`config.mk`:
```
export PLATFORM = sky130hd
export DESIGN_NAME = nabp_mapper_sequencer_flat
export DESIGN_NICKNAME = d
export VERILOG_FILES = /design/src/rtl/nabp_mapper_pkg.sv /design/src/rtl/nabp_mapper_sequencer_if.sv /design/src/rtl/nabp_mapper_accu.sv /design/src/rtl/nabp_mapper_sequencer.sv /design/src/flat_wrapper.sv
export SDC_FILE = /design/constraint.sdc
export NUM_CORES = 1
export LEC_CHECK = 0
export CORE_UTILIZATION = 55
export DETAILED_ROUTE_END_ITERATION = 10
export PLACE_DENSITY = 0.91
export SYNTH_ARGS = -nofsm -noshare
export SYNTH_HDL_FRONTEND = slang
export SYNTH_SLANG_ARGS = --single-unit
```
`constraint.sdc`:
```
create_clock -name clk -period 8.09 [get_ports clk]
set_input_delay 2.427 -clock clk [delete_from_list [all_inputs] [get_ports clk]]
set_output_delay 2.427 -clock clk [all_outputs]
set_load 0.01 [all_outputs]
```
`src/rtl/nabp_mapper_pkg.sv`:
```
// Shared constants and FSM encoding for the NABP mapper sequencer and its accumulator.
package nabp_mapper_pkg;

  localparam int unsigned ANGLE_W = 9;
  localparam int unsigned LINE_W  = 7;
  localparam int unsigned ACCU_W  = 24;
  localparam int unsigned FRAC_W  = 12;
  localparam int unsigned ADDR_W  = ACCU_W - FRAC_W;
  localparam int unsigned LUT_LAT = 2;
  localparam int unsigned WAIT_W  = 2;

  typedef enum logic [2:0] {
    StIdle   = 3'd0,
    StLookup = 3'd1,
    StLoad   = 3'd2,
    StStream = 3'd3,
    StNext   = 3'd4
  } mapper_state_e;

endpackage

```
`src/rtl/nabp_mapper_sequencer_if.sv`:
```
// Valid/ready beat channel from the mapper sequencer to the line buffer.
interface nabp_mapper_sequencer_if;
  import nabp_mapper_pkg::*;

  logic              map_valid;
  logic              map_ready;
  logic [ADDR_W-1:0] map_addr;
  logic              map_oob;
  logic [LINE_W-1:0] map_line;
  logic [ANGLE_W-1:0] map_angle;

  modport master (
    output map_valid, map_addr, map_oob, map_line, map_angle,
    input  map_ready
  );

  modport slave (
    input  map_valid, map_addr, map_oob, map_line, map_angle,
    output map_ready
  );

endinterface

```
`src/rtl/nabp_mapper_accu.sv`:
```
// Signed fixed-point mapping accumulator: loads init/base from the LUT, then steps by base.
module nabp_mapper_accu
  import nabp_mapper_pkg::*;
#(
  parameter int unsigned LINES = 128
) (
  input  logic                     clk,
  input  logic                     reset,
  input  logic                     load,
  input  logic                     step,
  input  logic signed [ACCU_W-1:0] init,
  input  logic signed [ACCU_W-1:0] base,
  output logic [ADDR_W-1:0]        addr,
  output logic                     oob
);

  logic signed [ACCU_W-1:0] accu_q;
  logic signed [ACCU_W-1:0] base_q;

  always_ff @(posedge clk) begin
    if (reset) begin
      accu_q <= '0;
      base_q <= '0;
    end else if (load) begin
      accu_q <= init;
      base_q <= base;
    end else if (step) begin
      // Wraps modulo 2**ACCU_W; no saturation.
      accu_q <= accu_q + base_q;
    end
  end

  always_comb begin
    addr = accu_q[ACCU_W-1:FRAC_W];
    oob  = accu_q[ACCU_W-1] | (32'(addr) >= LINES);
  end

endmodule

```
`src/rtl/nabp_mapper_sequencer.sv`:
```
// Sweeps mp_angle over [0, ANGLE_END), fetching LUT init/base per angle and streaming LINES beats.
module nabp_mapper_sequencer
  import nabp_mapper_pkg::*;
#(
  parameter int unsigned ANGLE_STEP = 1,
  parameter int unsigned ANGLE_END  = 180,
  parameter int unsigned LINES      = 128
) (
  input  logic                      clk,
  input  logic                      reset,
  input  logic                      start,
  output logic                      busy,
  output logic                      done,
  output logic [ANGLE_W-1:0]        mp_angle,
  output logic [LINE_W-1:0]         mp_line_cnt,
  input  logic signed [ACCU_W-1:0]  mp_accu_init,
  input  logic signed [ACCU_W-1:0]  mp_accu_base,
  nabp_mapper_sequencer_if.master   map
);

  mapper_state_e      state_q, state_d;
  logic [WAIT_W-1:0]  wait_q, wait_d;
  logic [ANGLE_W-1:0] angle_q, angle_d;
  logic [LINE_W-1:0]  line_q, line_d;
  logic               accu_load, accu_step;
  logic               handshake, last_line, last_angle;

  assign handshake  = (state_q == StStream) && map.map_ready;
  assign last_line  = (line_q == LINE_W'(LINES - 1));
  assign last_angle = (32'(angle_q) + 32'(ANGLE_STEP)) >= 32'(ANGLE_END);

  always_ff @(posedge clk) begin
    if (reset) begin
      state_q <= StIdle;
      wait_q  <= '0;
      angle_q <= '0;
      line_q  <= '0;
    end else begin
      state_q <= state_d;
      wait_q  <= wait_d;
      angle_q <= angle_d;
      line_q  <= line_d;
    end
  end

  always_comb begin
    state_d   = state_q;
    wait_d    = wait_q;
    angle_d   = angle_q;
    line_d    = line_q;
    accu_load = 1'b0;
    accu_step = 1'b0;
    unique case (state_q)
      StIdle: begin
        if (start) begin
          state_d = StLookup;
          angle_d = '0;
          wait_d  = WAIT_W'(LUT_LAT - 1);
        end
      end
      StLookup: begin
        if (wait_q == '0) state_d = StLoad;
        else              wait_d  = wait_q - 1'b1;
      end
      StLoad: begin
        accu_load = 1'b1;
        line_d    = '0;
        state_d   = StStream;
      end
      StStream: begin
        if (handshake) begin
          accu_step = 1'b1;
          line_d    = line_q + 1'b1;
          if (last_line) begin
            // Line returns to 0 so mp_line_cnt reads 0 outside STREAM.
            line_d  = '0;
            state_d = StNext;
          end
        end
      end
      StNext: begin
        if (last_angle) begin
          angle_d = '0;
          state_d = StIdle;
        end else begin
          angle_d = angle_q + ANGLE_W'(ANGLE_STEP);
          wait_d  = WAIT_W'(LUT_LAT - 1);
          state_d = StLookup;
        end
      end
      default: state_d = StIdle;
    endcase
  end

  nabp_mapper_accu #(
    .LINES (LINES)
  ) u_accu (
    .clk   (clk),
    .reset (reset),
    .load  (accu_load),
    .step  (accu_step),
    .init  (mp_accu_init),
    .base  (mp_accu_base),
    .addr  (map.map_addr),
    .oob   (map.map_oob)
  );

  always_comb begin
    done          = (state_q == StNext) && last_angle;
    busy          = (state_q != StIdle) && !done;
    mp_angle      = angle_q;
    mp_line_cnt   = line_q;
    map.map_valid = (state_q == StStream);
    map.map_line  = line_q;
    map.map_angle = angle_q;
  end

endmodule

```
`src/flat_wrapper.sv`:
```
// flat-port wrapper written by rule: the top's interface ports become plain ports
module nabp_mapper_sequencer_flat import nabp_mapper_pkg::*;
#(
  parameter int unsigned ANGLE_STEP = 1,
  parameter int unsigned ANGLE_END  = 180,
  parameter int unsigned LINES      = 128
)
  (clk, reset, start, busy, done, mp_angle, mp_line_cnt, mp_accu_init, mp_accu_base, map_map_valid, map_map_addr, map_map_oob, map_map_line, map_map_angle, map_map_ready);
  nabp_mapper_sequencer_if map_i ();
  input  logic clk;
  input  logic reset;
  input  logic start;
  output logic busy;
  output logic done;
  output logic [ANGLE_W-1:0] mp_angle;
  output logic [LINE_W-1:0] mp_line_cnt;
  input  logic signed [ACCU_W-1:0] mp_accu_init;
  input  logic signed [ACCU_W-1:0] mp_accu_base;
  output wire logic [$bits(map_i.map_valid)-1:0] map_map_valid;
  output wire logic [$bits(map_i.map_addr)-1:0] map_map_addr;
  output wire logic [$bits(map_i.map_oob)-1:0] map_map_oob;
  output wire logic [$bits(map_i.map_line)-1:0] map_map_line;
  output wire logic [$bits(map_i.map_angle)-1:0] map_map_angle;
  input wire logic [$bits(map_i.map_ready)-1:0] map_map_ready;
  assign map_map_valid = map_i.map_valid;
  assign map_map_addr = map_i.map_addr;
  assign map_map_oob = map_i.map_oob;
  assign map_map_line = map_i.map_line;
  assign map_map_angle = map_i.map_angle;
  assign map_i.map_ready = map_map_ready;
  nabp_mapper_sequencer #(.ANGLE_STEP(ANGLE_STEP), .ANGLE_END(ANGLE_END), .LINES(LINES)) u_core (.clk(clk), .reset(reset), .start(start), .busy(busy), .done(done), .mp_angle(mp_angle), .mp_line_cnt(mp_line_cnt), .mp_accu_init(mp_accu_init), .mp_accu_base(mp_accu_base), .map(map_i));
endmodule
```
==> results.toml, run 1 <==
[floorplanning]
core_um2 = 7370
dieArea_um2 = 8110
num_io_pins = 100
start_util_pct = 57.9
die_h_um = 90.1
die_w_um = 90.1
num_rows = 31

[clocking]
insertion_delay_ns = 0.35
cts_buffer_depth = 2
cts.sinks = 69
holdBufCountCts = 0
cts_tree = "yes"
cts_root_buffer = "clkbuf_8"
numCtsBuffers = 9
post_cts_buffers = 0
htree_levels = 3
path_clk_slew_ns = 0.07
cts_resized = 0

[timing]
drv_slew = 0
setup_tns_ns = 0
final-hold-violation-count = 0
worst_pin_slew_ns = 1.00
rsz0062_at_grt = "false"
skew_ns = 0.0117
finalCriticalPeriod_ns = 5.10
whs_ns = 0.446
relSlewSlack_pct = 32.8
fmax_mhz = 196
finalCritPeriodShare_pct = 63.0
setup_viol = 0

[detailed_routing]
via_per_inst = 5.84
wl_met3_um = 679
ant_nets = 0
drt_iter0_drc = 232
totalWireLength_mm = 10.4
remaining_drc_errors = 0
post_drt_wl_per_cell_um = 14.5
drtPass1Iterations = 7
drt-met1-wl_mm = 4.48
via_count = 4195
wl_met2_mm = 5.05
top_layer = "met4"

[grt]
grt_pass1_vias = 3928
grt_pass1_wl_mm = 17.7
grtUsageTotal_pct = 26.3
grt_max_degree = 62
overflow = 0
antenna_found_initial = 0

[synth]
synth_area_leaders = "dfxtp_1 (32%), nand2_1 (8.9%), ha_1 (7.9%)"
netlist_area_um2 = 4260
syn_area_per_cell_um2 = 7.74
ys_seq_elements = 69
synth_nets = 631
yosysTopAreaCell = "dfxtp_1"
synthFlopType = "dfxtp_1"
ys_warn_count = 0
syn_inst = 551
yosysUniqueCellTypes = 55
async_flop_share_pct = 0
yosys.area.top_type_share_pct = 32.4
synth-edff-count = 0
ys_seq_area_share_pct = 32.4

[placement]
place.port_buffers = 99
gp_congestion = 0.886
dp_hpwl_mm = 7.42
place_area_um2 = 5100

[worst_setup_path]
cpPeakStageDelay_ns = 0.53
cp_top_family = "simple AND/OR/NAND/NOR gates"
cp-end-kind = "output port"
path_buf_inv = 1
crit_required_ns = 5.66
arrival_ns = 2.67
cp_max_fo = 8
path_class = "flop to output port"
cpMaxStageDelayCell = "clkdlybuf4s50_1"
crit_chain = "ha_1 > and3_1 > and3_1 > nor3b_1 > o21ai_1 > o21ai_2 > nand2_1 > nand2_1 > clkdlybuf4s50_1"
start_kind = "flop"

[finish]
nNetsFinal = 694
final_common_cell = "nand2_1"
area_growth_pct = 24.1
final_cell_mix = "nand2_1 (101), clkdlybuf4s50_1 (98), dfxtp_1 (69), a21oi_1 (53), nor2_1 (47)"
layout-drive-gt1-share_pct = 4.85
antenna_cells = 0
postLayoutCellArea_um2 = 5290

[pwr]
irDropWorstVdd_mv = 0.125
powerDensity_nw_per_um2 = 174
leakage_nw = 2.13

[run]
cap_violations = 0

[run_status]
status = "finished, final reports clean"

[hold_path]
hold_class = "flop to flop"
## worst paths after layout
| kind | from | end | slack (ns) | depth (start not counted) |
|---|---|---|---|---|
| worst max-delay path | u_core.map.map_angle[0] | busy | 2.99 | 9 |
| worst min register to register | u_core.wait_q[0] | u_core.wait_q[0] | 0.45 | 1 |
| worst max register to register | u_core.u_accu.accu_q[14] | u_core.u_accu.accu_q[23] | 5.26 | 10 |
| worst min-delay path | u_core.wait_q[0] | u_core.wait_q[0] | 0.45 | 1 |
## area by class of cell
| class | instances | area (um^2) |
|---|---|---|
| multi-input combinational | 416 | 2530 |
| fill | 600 | 2080 |
| sequential | 69 | 1380 |
| timing repair buffer | 103 | 1020 |
| clock buffer | 13 | 139 |
| tap | 99 | 124 |
| inverter | 15 | 56.3 |
| clock inverter | 3 | 46.3 |
## cell usage after synthesis, types with 4 or more instances
library cell,count
a211oi_1,9
a21o_1,12
a21oi_1,53
a22oi_1,6
a311oi_1,12
a31oi_1,6
and2_1,8
and3_1,9
buf_1,4
buf_4,28
clkbuf_1,17
dfxtp_1,69
ha_1,27
inv_1,15
nand2_1,101
nand3_1,10
nand4_1,8
nor2_1,47
nor3_1,9
o21ai_0,21
o31ai_1,7
or3_1,4
xnor2_1,12
xor2_1,9
## metrics by stage
step | setup WS [ns] | power [mW] | utilization (%) | std cells
after floorplan | 4.00 | 0.564 | - | 551
after global placement | 3.49 | 0.635 | 69.3 | 702
after detailed placement | 3.38 | 0.647 | 69.3 | 702
after CTS | 2.99 | 0.919 | 71.8 | 718
after global routing | 2.82 | 0.966 | 71.8 | 718
final | 2.99 | 0.920 | 71.8 | 718
## flip-flops by register name (all words and copies together) (netlist names)
| name | cells |
|---|---|
| u_core.map.map_angle | 9 |
| u_core.map.map_line | 7 |
| u_core.state_q | 3 |
| u_core.u_accu.accu_q | 24 |
| u_core.u_accu.base_q | 24 |
| u_core.wait_q | 2 |
## per-layer routing
metal	global-route usage, %	vias up
met3	6.09	25
li1	-	2056
met5	0	-
met2	44.1	179
met1	32.5	1935
met4	10.2	0
## where the power goes
group	switching [mW]	leakage [nW]	total (mW)	internal, mW
Combinational	0.135	1.48	0.251	0.116
Sequential	0.0242	0.561	0.393	0.368
Clock	0.132	0.0878	0.276	0.144
## cells by family after synthesis
group / synth area share, %
and+or+nand+nor: 21.8
DFF: 32.4
xor gates and xnor gates: 4.70
buffers and inverters: 8.33
AOI/OAI and AO/OA: 24.4
adders and majority gates: 8.39
No activity file was read; power rests on OpenSTA's default activity.
==> run 2: changes to the inputs <==
--- a/config.mk
+++ b/config.mk
@@ -5,9 +5,9 @@
 export SDC_FILE = /design/constraint.sdc
 export NUM_CORES = 1
 export LEC_CHECK = 0
-export CORE_UTILIZATION = 55
+export CORE_UTILIZATION = 46
 export DETAILED_ROUTE_END_ITERATION = 10
-export PLACE_DENSITY = 0.91
+export PLACE_DENSITY = 0.82
 export SYNTH_ARGS = -nofsm -noshare
 export SYNTH_HDL_FRONTEND = slang
 export SYNTH_SLANG_ARGS = --single-unit
==> constraint.sdc (replaced) <==
create_clock -name clk -period 4.6 [get_ports clk]
set_input_delay 1.38 -clock clk [delete_from_list [all_inputs] [get_ports clk]]
set_output_delay 1.38 -clock clk [all_outputs]
set_load 0.01 [all_outputs]
==> run 2 against run 1 <==
  * The flow now finishes with violations (DRC)
  * Via count shrank 1.6%
  * Non-clock buffer count grew 1
  * Cell count up 1.4%
  * Core utilization fell by 12 points
  * Clock power increased by 63%
  * First-iteration DRC count is 0.86% lower
  * Clock skew fell by 0.00064 ns
  * Critical endpoint unchanged
==> results.toml, run 2 (synthesized netlist as in run 1, its figures left out) <==
[run_status]
status = "finished with violations"
violations = "DRC"

[worst_setup_path]
cp-end-kind = "output port"
arrival_ns = 2.63
cpMaxStageDelayCell = "clkdlybuf4s50_1"
crit_chain = "ha_1 > and3_1 > and3_1 > nor3b_1 > o21ai_1 > o21ai_2 > nand2_1 > nand2_1 > clkdlybuf4s50_1"
worst_r2r_endpoint = "u_core.u_accu.accu_q[19]"
path_buf_inv = 1
cpPeakStageDelay_ns = 0.52
crit_path_end = "busy"
cp_top_family = "simple AND/OR/NAND/NOR gates"
path_class = "flop to output port"
cp-startpoint = "u_core.map.map_angle[0]"
r2r_start = "u_core.u_accu.accu_q[6]"
cp_max_fo = 8
crit_required_ns = 3.22
worstSetupPathDepth = 9
rrSetupSlack_ns = 1.76
start_kind = "flop"
reg2regPathDepth = 10

[grt]
grt_pass1_vias = 3846
grt_max_degree = 47
grt_pass1_wl_mm = 17.3
antenna_found_initial = 0
grtUsageTotal_pct = 21.6
overflow = 0

[hold_path]
hold_class = "flop to flop"

[pwr]
power_mw = 1.58
powerDensity_nw_per_um2 = 297
irDropWorstVdd_mv = 0.210
leakage_nw = 2.13

[clocking]
insertion_delay_ns = 0.34
cts_buffer_depth = 2
holdBufCountCts = 0
cts.sinks = 69
cts_tree = "yes"
numCtsBuffers = 9
htree_levels = 3
path_clk_slew_ns = 0.07
post_cts_buffers = 0
cts_root_buffer = "clkbuf_8"
cts_resized = 0

[finish]
final_cell_mix = "nand2_1 (101), clkdlybuf4s50_1 (98), dfxtp_1 (69), a21oi_1 (53), nor2_1 (47)"
antenna_cells = 0
layout-drive-gt1-share_pct = 5.48
postLayoutCellArea_um2 = 5300
area_growth_pct = 24.3
final_common_cell = "nand2_1"
nNetsFinal = 695

[detailed_routing]
drt_iter0_drc = 230
ant_nets = 0
via_per_inst = 5.67
totalWireLength_mm = 10.1
drtPass1Iterations = 11
via_count = 4127
post_drt_wl_per_cell_um = 13.9
remaining_drc_errors = 6

[placement]
place_area_um2 = 5120
dp_slack_ns = 0.971
dp_hpwl_mm = 7.27
place.port_buffers = 99
gp_congestion = 0.958

[timing]
fmax_mhz = 250
whs_ns = 0.458
finalCritPeriodShare_pct = 87.1
final-hold-violation-count = 0
relSlewSlack_pct = 35.8
rsz0062_at_grt = "false"
setup_tns_ns = 0
finalCriticalPeriod_ns = 4.01
fin_ws_ns = 0.594
setup_viol = 0
skew_ns = 0.0110
drv_slew = 0
worst_pin_slew_ns = 0.963

[floorplanning]
die_w_um = 98.3
core_um2 = 8850
num_io_pins = 100
num_rows = 34
start_util_pct = 48.2
dieArea_um2 = 9660
die_h_um = 98.3

[run]
cap_violations = 0
-- run 2: report_power, final --
part	switching [mW]	internal, mW	total (mW)
registers	0.0404	0.648	0.688
clock network	0.228	0.223	0.451
logic	0.232	0.204	0.437
-- run 2: worst min-delay path, delay by kind of cell (launching register included) --
kind             cells  cell delay (ns)
AO/OA/AOI/OAI        1             0.05
AND/OR/NAND/NOR      1             0.05
flip-flops           1             0.31
-- run 2: per-stage QoR --
step | utilization [%] | std cells
after global routing | 59.9 | 728
after detailed placement | 57.9 | 712
after floorplan | - | 551
final | 59.9 | 728
after CTS | 59.9 | 728
after global placement | 57.9 | 712
-- run 2: layer usage --
| metal | vias to the layer above | global-route usage (%) | part of all wire [%] |
|---|---|---|---|
| met3 | 14 | 3.44 | 6.3 |
| met1 | 1928 | 27.2 | 45 |
| li1 | 2046 | - | - |
| met4 | 0 | 7.12 | 1.3 |
| met5 | - | 0 | 0 |
| met2 | 139 | 37.7 | 47 |
-- run 2: final cells by class --
| cell class | count | area [um^2] |
|---|---|---|
| Fill cell | 807 | 3550 |
| Tap cell | 108 | 135 |
| Multi-Input combinational cell | 416 | 2530 |
| Sequential cell | 69 | 1380 |
| Inverter | 15 | 56.3 |
| Timing Repair Buffer | 104 | 1020 |
| Clock inverter | 4 | 22.5 |
| Clock buffer | 12 | 155 |
-- run 2: worst min-delay path by stage --
stage                               endpoint  cells past startpoint                      from
finish              u_core.u_accu.base_q[11]                      2  u_core.u_accu.base_q[11]
global route                u_core.wait_q[0]                      1          u_core.wait_q[0]
CTS                         u_core.wait_q[0]                      1          u_core.wait_q[0]
detailed placement          u_core.wait_q[0]                      1          u_core.wait_q[0]
global placement            u_core.wait_q[0]                      1          u_core.wait_q[0]
floorplan                   u_core.wait_q[0]                      1          u_core.wait_q[0]
